**src/rtl/lsu_defs.sv**
```systemverilog
// Shared definitions for the load/store unit: RISC-V width codes, FSM states,
// the memory mask mode and request legality checking.
package lsu_defs;

  localparam logic [2:0] F3_B  = 3'b000;
  localparam logic [2:0] F3_H  = 3'b001;
  localparam logic [2:0] F3_W  = 3'b010;
  localparam logic [2:0] F3_BU = 3'b100;
  localparam logic [2:0] F3_HU = 3'b101;

  localparam logic [1:0] MASK_WORD = 2'b10;

  typedef enum logic [1:0] {
    IDLE   = 2'd0,
    ACCESS = 2'd1,
    WRITE  = 2'd2,
    RESP   = 2'd3
  } lsu_state_t;

  // Stores only support B/H/W; unsigned codes are load-only.
  function automatic logic lsu_req_error(input logic       write,
                                         input logic [2:0] funct3,
                                         input logic [1:0] addr_lo);
    logic err;
    err = 1'b1;
    case (funct3)
      F3_B:    err = 1'b0;
      F3_H:    err = addr_lo[0];
      F3_W:    err = (addr_lo != 2'b00);
      F3_BU:   err = write;
      F3_HU:   err = write | addr_lo[0];
      default: err = 1'b1;
    endcase
    return err;
  endfunction

endpackage

```
**src/rtl/lsu_lane_align.sv**
```systemverilog
// Combinational lane logic: extends the addressed load lane and merges
// sub-word store data into the previously read memory word.
module lsu_lane_align
  import lsu_defs::*;
#(
  parameter int DATA_WIDTH = 32
) (
  input  logic [2:0]            i_funct3,
  input  logic [1:0]            i_addr_lo,
  input  logic [DATA_WIDTH-1:0] i_word,
  input  logic [DATA_WIDTH-1:0] i_wdata,
  output logic [DATA_WIDTH-1:0] o_load_data,
  output logic [DATA_WIDTH-1:0] o_store_data
);

  localparam logic [DATA_WIDTH-1:0] BYTE_MASK = DATA_WIDTH'(8'hFF);
  localparam logic [DATA_WIDTH-1:0] HALF_MASK = DATA_WIDTH'(16'hFFFF);

  logic [4:0]            w_bsh;
  logic [4:0]            w_hsh;
  logic [7:0]            w_byte;
  logic [15:0]           w_half;
  logic [DATA_WIDTH-1:0] w_bmask;
  logic [DATA_WIDTH-1:0] w_hmask;

  assign w_bsh   = {i_addr_lo, 3'b000};
  assign w_hsh   = {i_addr_lo[1], 4'b0000};
  assign w_byte  = i_word[w_bsh +: 8];
  assign w_half  = i_word[w_hsh +: 16];
  assign w_bmask = BYTE_MASK << w_bsh;
  assign w_hmask = HALF_MASK << w_hsh;

  // Load result: select lane, then sign- or zero-extend.
  always_comb begin
    o_load_data = {DATA_WIDTH{1'b0}};
    case (i_funct3)
      F3_B:    o_load_data = {{(DATA_WIDTH-8){w_byte[7]}}, w_byte};
      F3_H:    o_load_data = {{(DATA_WIDTH-16){w_half[15]}}, w_half};
      F3_W:    o_load_data = i_word;
      F3_BU:   o_load_data = {{(DATA_WIDTH-8){1'b0}}, w_byte};
      F3_HU:   o_load_data = {{(DATA_WIDTH-16){1'b0}}, w_half};
      default: o_load_data = {DATA_WIDTH{1'b0}};
    endcase
  end

  // Store word: replace only the addressed lane of the read-back word.
  always_comb begin
    o_store_data = i_word;
    case (i_funct3)
      F3_B:    o_store_data = (i_word & ~w_bmask) | ((i_wdata & BYTE_MASK) << w_bsh);
      F3_H:    o_store_data = (i_word & ~w_hmask) | ((i_wdata & HALF_MASK) << w_hsh);
      F3_W:    o_store_data = i_wdata;
      default: o_store_data = i_word;
    endcase
  end

endmodule

```
**src/rtl/load_store_unit.sv**
```systemverilog
// Moore-FSM load/store unit driving a word-wide data memory; sub-word stores
// are done as read-modify-write.
module load_store_unit
  import lsu_defs::*;
#(
  parameter int DATA_WIDTH = 32
) (
  input  logic                  clk,
  input  logic                  reset,
  input  logic                  req_valid,
  output logic                  req_ready,
  input  logic                  req_write,
  input  logic [2:0]            req_funct3,
  input  logic [DATA_WIDTH-1:0] req_addr,
  input  logic [DATA_WIDTH-1:0] req_wdata,
  output logic                  resp_valid,
  output logic [DATA_WIDTH-1:0] resp_rdata,
  output logic                  resp_err,
  output logic                  mem_read,
  output logic                  mem_write,
  output logic [1:0]            mem_maskmode,
  output logic                  mem_sext,
  output logic [DATA_WIDTH-1:0] mem_address,
  output logic [DATA_WIDTH-1:0] mem_write_data,
  input  logic [DATA_WIDTH-1:0] mem_read_data
);

  lsu_state_t            r_state;
  lsu_state_t            w_state_nxt;
  logic                  r_write;
  logic [2:0]            r_funct3;
  logic [DATA_WIDTH-1:0] r_addr;
  logic [DATA_WIDTH-1:0] r_wdata;
  logic [DATA_WIDTH-1:0] r_word;
  logic                  r_err;
  logic                  w_req_err;
  logic [DATA_WIDTH-1:0] w_load_data;
  logic [DATA_WIDTH-1:0] w_store_data;

  assign w_req_err = lsu_req_error(req_write, req_funct3, req_addr[1:0]);

  lsu_lane_align #(.DATA_WIDTH(DATA_WIDTH)) u_lane_align (
    .i_funct3     (r_funct3),
    .i_addr_lo    (r_addr[1:0]),
    .i_word       (r_word),
    .i_wdata      (r_wdata),
    .o_load_data  (w_load_data),
    .o_store_data (w_store_data)
  );

  // State register plus request latch and read-data capture.
  always_ff @(posedge clk) begin
    if (reset) begin
      r_state  <= IDLE;
      r_write  <= 1'b0;
      r_funct3 <= 3'b000;
      r_addr   <= {DATA_WIDTH{1'b0}};
      r_wdata  <= {DATA_WIDTH{1'b0}};
      r_word   <= {DATA_WIDTH{1'b0}};
      r_err    <= 1'b0;
    end else begin
      r_state <= w_state_nxt;
      if (r_state == IDLE && req_valid) begin
        r_write  <= req_write;
        r_funct3 <= req_funct3;
        r_addr   <= req_addr;
        r_wdata  <= req_wdata;
        r_err    <= w_req_err;
      end
      if (r_state == ACCESS) begin
        r_word <= mem_read_data;
      end
    end
  end

  // Next-state logic; SW skips the read since it overwrites the whole word.
  always_comb begin
    w_state_nxt = r_state;
    case (r_state)
      IDLE: begin
        if (!req_valid) begin
          w_state_nxt = IDLE;
        end else if (w_req_err) begin
          w_state_nxt = RESP;
        end else if (req_write && req_funct3 == F3_W) begin
          w_state_nxt = WRITE;
        end else begin
          w_state_nxt = ACCESS;
        end
      end
      ACCESS:  w_state_nxt = r_write ? WRITE : RESP;
      WRITE:   w_state_nxt = RESP;
      RESP:    w_state_nxt = IDLE;
      default: w_state_nxt = IDLE;
    endcase
  end

  // Output decode from registered state only.
  always_comb begin
    req_ready      = (r_state == IDLE);
    resp_valid     = (r_state == RESP);
    resp_err       = (r_state == RESP) && r_err;
    resp_rdata     = {DATA_WIDTH{1'b0}};
    mem_read       = (r_state == ACCESS);
    mem_write      = (r_state == WRITE);
    mem_maskmode   = MASK_WORD;
    mem_sext       = 1'b0;
    mem_address    = {DATA_WIDTH{1'b0}};
    mem_write_data = {DATA_WIDTH{1'b0}};
    if (r_state == RESP && !r_write && !r_err) begin
      resp_rdata = w_load_data;
    end else begin
      resp_rdata = {DATA_WIDTH{1'b0}};
    end
    if (r_state == ACCESS || r_state == WRITE) begin
      mem_address = {r_addr[DATA_WIDTH-1:2], 2'b00};
    end else begin
      mem_address = {DATA_WIDTH{1'b0}};
    end
    if (r_state == WRITE) begin
      mem_write_data = w_store_data;
    end else begin
      mem_write_data = {DATA_WIDTH{1'b0}};
    end
  end

endmodule
```
**config.mk**
```make
export PLATFORM = sky130hd
export DESIGN_NAME = load_store_unit
export DESIGN_NICKNAME = d
export VERILOG_FILES = /design/src/rtl/lsu_defs.sv /design/src/rtl/lsu_lane_align.sv /design/src/rtl/load_store_unit.sv
export SDC_FILE = /design/constraint.sdc
export NUM_CORES = 1
export LEC_CHECK = 0
export CAP_MARGIN = 20
export CELL_PAD_IN_SITES_DETAIL_PLACEMENT = 0
export CELL_PAD_IN_SITES_GLOBAL_PLACEMENT = 2
export CORE_MARGIN = 3
export CORE_UTILIZATION = 22
export DETAILED_ROUTE_END_ITERATION = 12
export PLACE_DENSITY = 0.81
export REMOVE_ABC_BUFFERS = 1
export SLEW_MARGIN = 20
export SYNTH_ARGS = -nofsm -noshare
export SYNTH_HDL_FRONTEND = slang
export SYNTH_SLANG_ARGS = --single-unit
```
**constraint.sdc**
```tcl
create_clock -name clk -period 1.8 [get_ports clk]
set_input_delay 0.36 -clock clk [delete_from_list [all_inputs] [get_ports clk]]
set_output_delay 0.36 -clock clk [all_outputs]
set_load 0.05 [all_outputs]
```
==> flow_summary.toml <==
[cts]
clock_sink_count = 103
h-tree-depth = 3
cts-root-to-sink-buffers = 2
cts.hold.buffers_added = 0
cts_root_buffer = "sky130_fd_sc_hd__clkbuf_16"
clk_pin_slew_ns = 0.07
cts_tree = "yes"
cts_inserted_buffers = 9
clkLatencyLatePin_ns = 0.35

[hold_path]
hold_depth = 2
min-delay-path-class = "in2reg"
hold_path_end = "r_word[14]$_SDFFE_PP0P_"
hold_sp = "reset"

[critical_path]
cpPeakStageDelay_ns = 0.42
endpoint_kind = "output pin"
path_max_fanout = 6
cp_cell_sequence = "buf_8, or3_4, nor2_4, buf_6, a221oi_1, o2bb2ai_1, buf_12"
critical_path.startpoint = "r_funct3[0]$_SDFFE_PP0P_"
worst_path_dominant_cell_family = "simple AND/OR/NAND/NOR gates"
launching_point_of_the_worst_reg2reg_path = "r_state[0]$_SDFF_PP0_"
required_ns = 1.44
crit_arrival_ns = 2.05
reg2reg_setup_slack_ns = -0.10
cp_slowest_cell = "sky130_fd_sc_hd__or3_4"
r2r-end = "r_state[1]$_SDFF_PP0_"
startpoint_type = "flop"
crit_buf_inv = 3
criticalPathCategory = "reg2out"
reg2regPathDepth = 10

[cells_and_area]
fillers = 2290
drive_gt1_frac = 0.4205
areaGrowthSynthToFinish_pct = 105.9
nNetsFinal = 1116
fin_util = 0.4645
antenna_cells = 0
finalNonFillerCells = 1337

[drt]
first_pass_iters = 4
remaining_drc_errors = 0
vias = 6271
avgRoutedWirePerCell_um = 19.02
dr.first_iter.drc_count = 351
finalWirelength_mm = 25.43
ant_nets = 0
routed_via_density = 4.690

[outcome]
run_status = "complete, but fails checks"
failed_checks = "setup timing"

[timing]
period_minus_slack_ns = 2.409
finalMaxSlewViolations = 0
hold_ws_ns = 0.4082
worst_clock_skew_ns = 0.005836
fmax_ghz = 0.4151
fin_ws_ns = -0.6089
hold_viol = 0
grt_setup_unrepaired = "yes"
fin_crit_sh = 1.338
setup-violations-final = 95

[placement]
globalplace.congestion = 0.8614
dp.final_hpwl_mm = 17.50
placement.io_buffers = 201
placement_setup_slack_ns = -0.5268
placed_cells = 1278

[floorplan]
floorplan.rows = 57
design.portCount = 207
die_x_um = 164.6
core_area_um2 = 24530
die_area_um2 = 27090
dieHeight_um = 164.6
floorplan.initialDensity = 0.2256

[synthesis]
yosys_most_used_dff = "sky130_fd_sc_hd__dfxtp_1"
post-synth-top-area-cell = "sky130_fd_sc_hd__dfxtp_1"
post_synth_most_frequent_cells = "161 x sky130_fd_sc_hd__nand2_1, 103 x sky130_fd_sc_hd__dfxtp_1, 96 x sky130_fd_sc_hd__a21oi_1"
yosysWarnings = 0
synth_cells = 713
ys_top_cells_by_area = "sky130_fd_sc_hd__dfxtp_1 37%, sky130_fd_sc_hd__nand2_1 11%, sky130_fd_sc_hd__a21oi_1 8.7%"
synth_sequential_area_ratio = 0.3726
synth-edff-count = 0
syn-cell-area_um2 = 5534
synth.distinct_cells = 57
synth.ff_latch_count = 103
postSynthAreaPerCell_um2 = 7.762
synth.top_cell.area_share = 0.3726
synthMostInstantiatedCell = "sky130_fd_sc_hd__nand2_1"
synth_async_sr_flop_share = 0

[pwr]
cellLeakagePower_uw = 0.004410
power.density_nw_per_um2 = 692.2
vdd.ir_drop.worst_mv = 0.5434

[global_routing]
antenna_violations_before_repair = 2
grt_overflow_total = 0
grt_first_pass_wirelength_mm = 36.71
grt_max_degree = 53
via_count_of_the_first_global_routing_pass = 6140
grt_usage = 0.1768

[flow_run]
max-cap-violations = 0
-- registers in the layout, summed over array words and instances, names as in the netlist --
signal,count
r_write,1
r_state,2
r_addr,32
r_word,32
r_err,1
r_funct3,3
r_wdata,32
-- cells in the final DEF (no fill, tap or decap), types with 13 or more instances in the layout --
master	n
sky130_fd_sc_hd__nand2_1	157
sky130_fd_sc_hd__buf_12	115
sky130_fd_sc_hd__clkdlybuf4s50_1	101
sky130_fd_sc_hd__dfxtp_1	96
sky130_fd_sc_hd__buf_4	82
sky130_fd_sc_hd__a21oi_1	75
sky130_fd_sc_hd__mux2i_1	45
sky130_fd_sc_hd__nor2_1	38
sky130_fd_sc_hd__buf_6	35
sky130_fd_sc_hd__and2_4	31
sky130_fd_sc_hd__a21o_1	25
sky130_fd_sc_hd__a22o_1	18
sky130_fd_sc_hd__a22oi_2	16
sky130_fd_sc_hd__a21oi_2	15
sky130_fd_sc_hd__o21ai_2	13
-- area by class of cell --
cell class	instances	area (um^2)	share of cell area
Timing Repair Buffer	344	4553	0.3995
Multi-Input combinational cell	544	4021	0.3529
Sequential cell	103	2088	0.1832
Tap cell	324	405.4	0.03557
Clock buffer	11	242.7	0.02130
Clock inverter	4	53.80	0.004721
Inverter	7	31.28	0.002745
-- where the power goes --
part           switching (uW)  total, uW  leakage [uW]  internal (uW)
logic                    1570       3140       0.00342           1570
registers                 238       2720      0.000848           2490
clock network             908       2020      0.000138           1120
total                    2720       7890       0.00441           5170
-- layer usage --
layer | vias up | part of all wire | wire, um | global-route usage
met5 | - | 0.00087 | 22 | 0
met4 | 4 | 0.015 | 384 | 0.04117
met3 | 25 | 0.077 | 1961 | 0.06371
met2 | 187 | 0.49 | 12500 | 0.2914
met1 | 3005 | 0.42 | 10560 | 0.2208
li1 | 3050 | - | - | -
-- logic make-up after synthesis --
kind of cell / synth area share
multiplexers: 0.09247
adder cells (fa/ha/maj): 0.009044
flip-flops: 0.3726
AND/OR/NAND/NOR: 0.2211
AO/OA/AOI/OAI: 0.2437
other: 0.001357
buffers and inverters: 0.05969
-- repair_timing --
action / 4_1_cts / 5_1_grt
gates cloned: 6 / 1
setup buffers: 21 / 28
pin swaps: 36 / 70
resized for setup: 161 / 124
endpoints found under the setup margin: 96 / 96
-- per-stage QoR --
step	total power [uW]	area, um^2	setup TNS [ns]
5_1_grt	8263	11400	-49.74
6_report	7888	11400	-42.68
3_5_place_dp	5095	9522	-23.53
3_3_place_gp	5087	9522	-21.49
4_1_cts	7718	10700	-40.77
2_1_floorplan	3760	5241	-125.12
-- how the worst max path moves through the flow --
stage,to,slack [ns],depth (start not counted)
finish,mem_write_data[26],-0.61,7
global route,mem_write_data[26],-0.69,7
CTS,mem_write_data[26],-0.61,7
detailed placement,mem_write_data[10],-0.53,5
global placement,mem_write_data[21],-0.54,8
floorplan,mem_write_data[29],-1.38,4
Note: power is estimated with default switching activity, not from simulation.
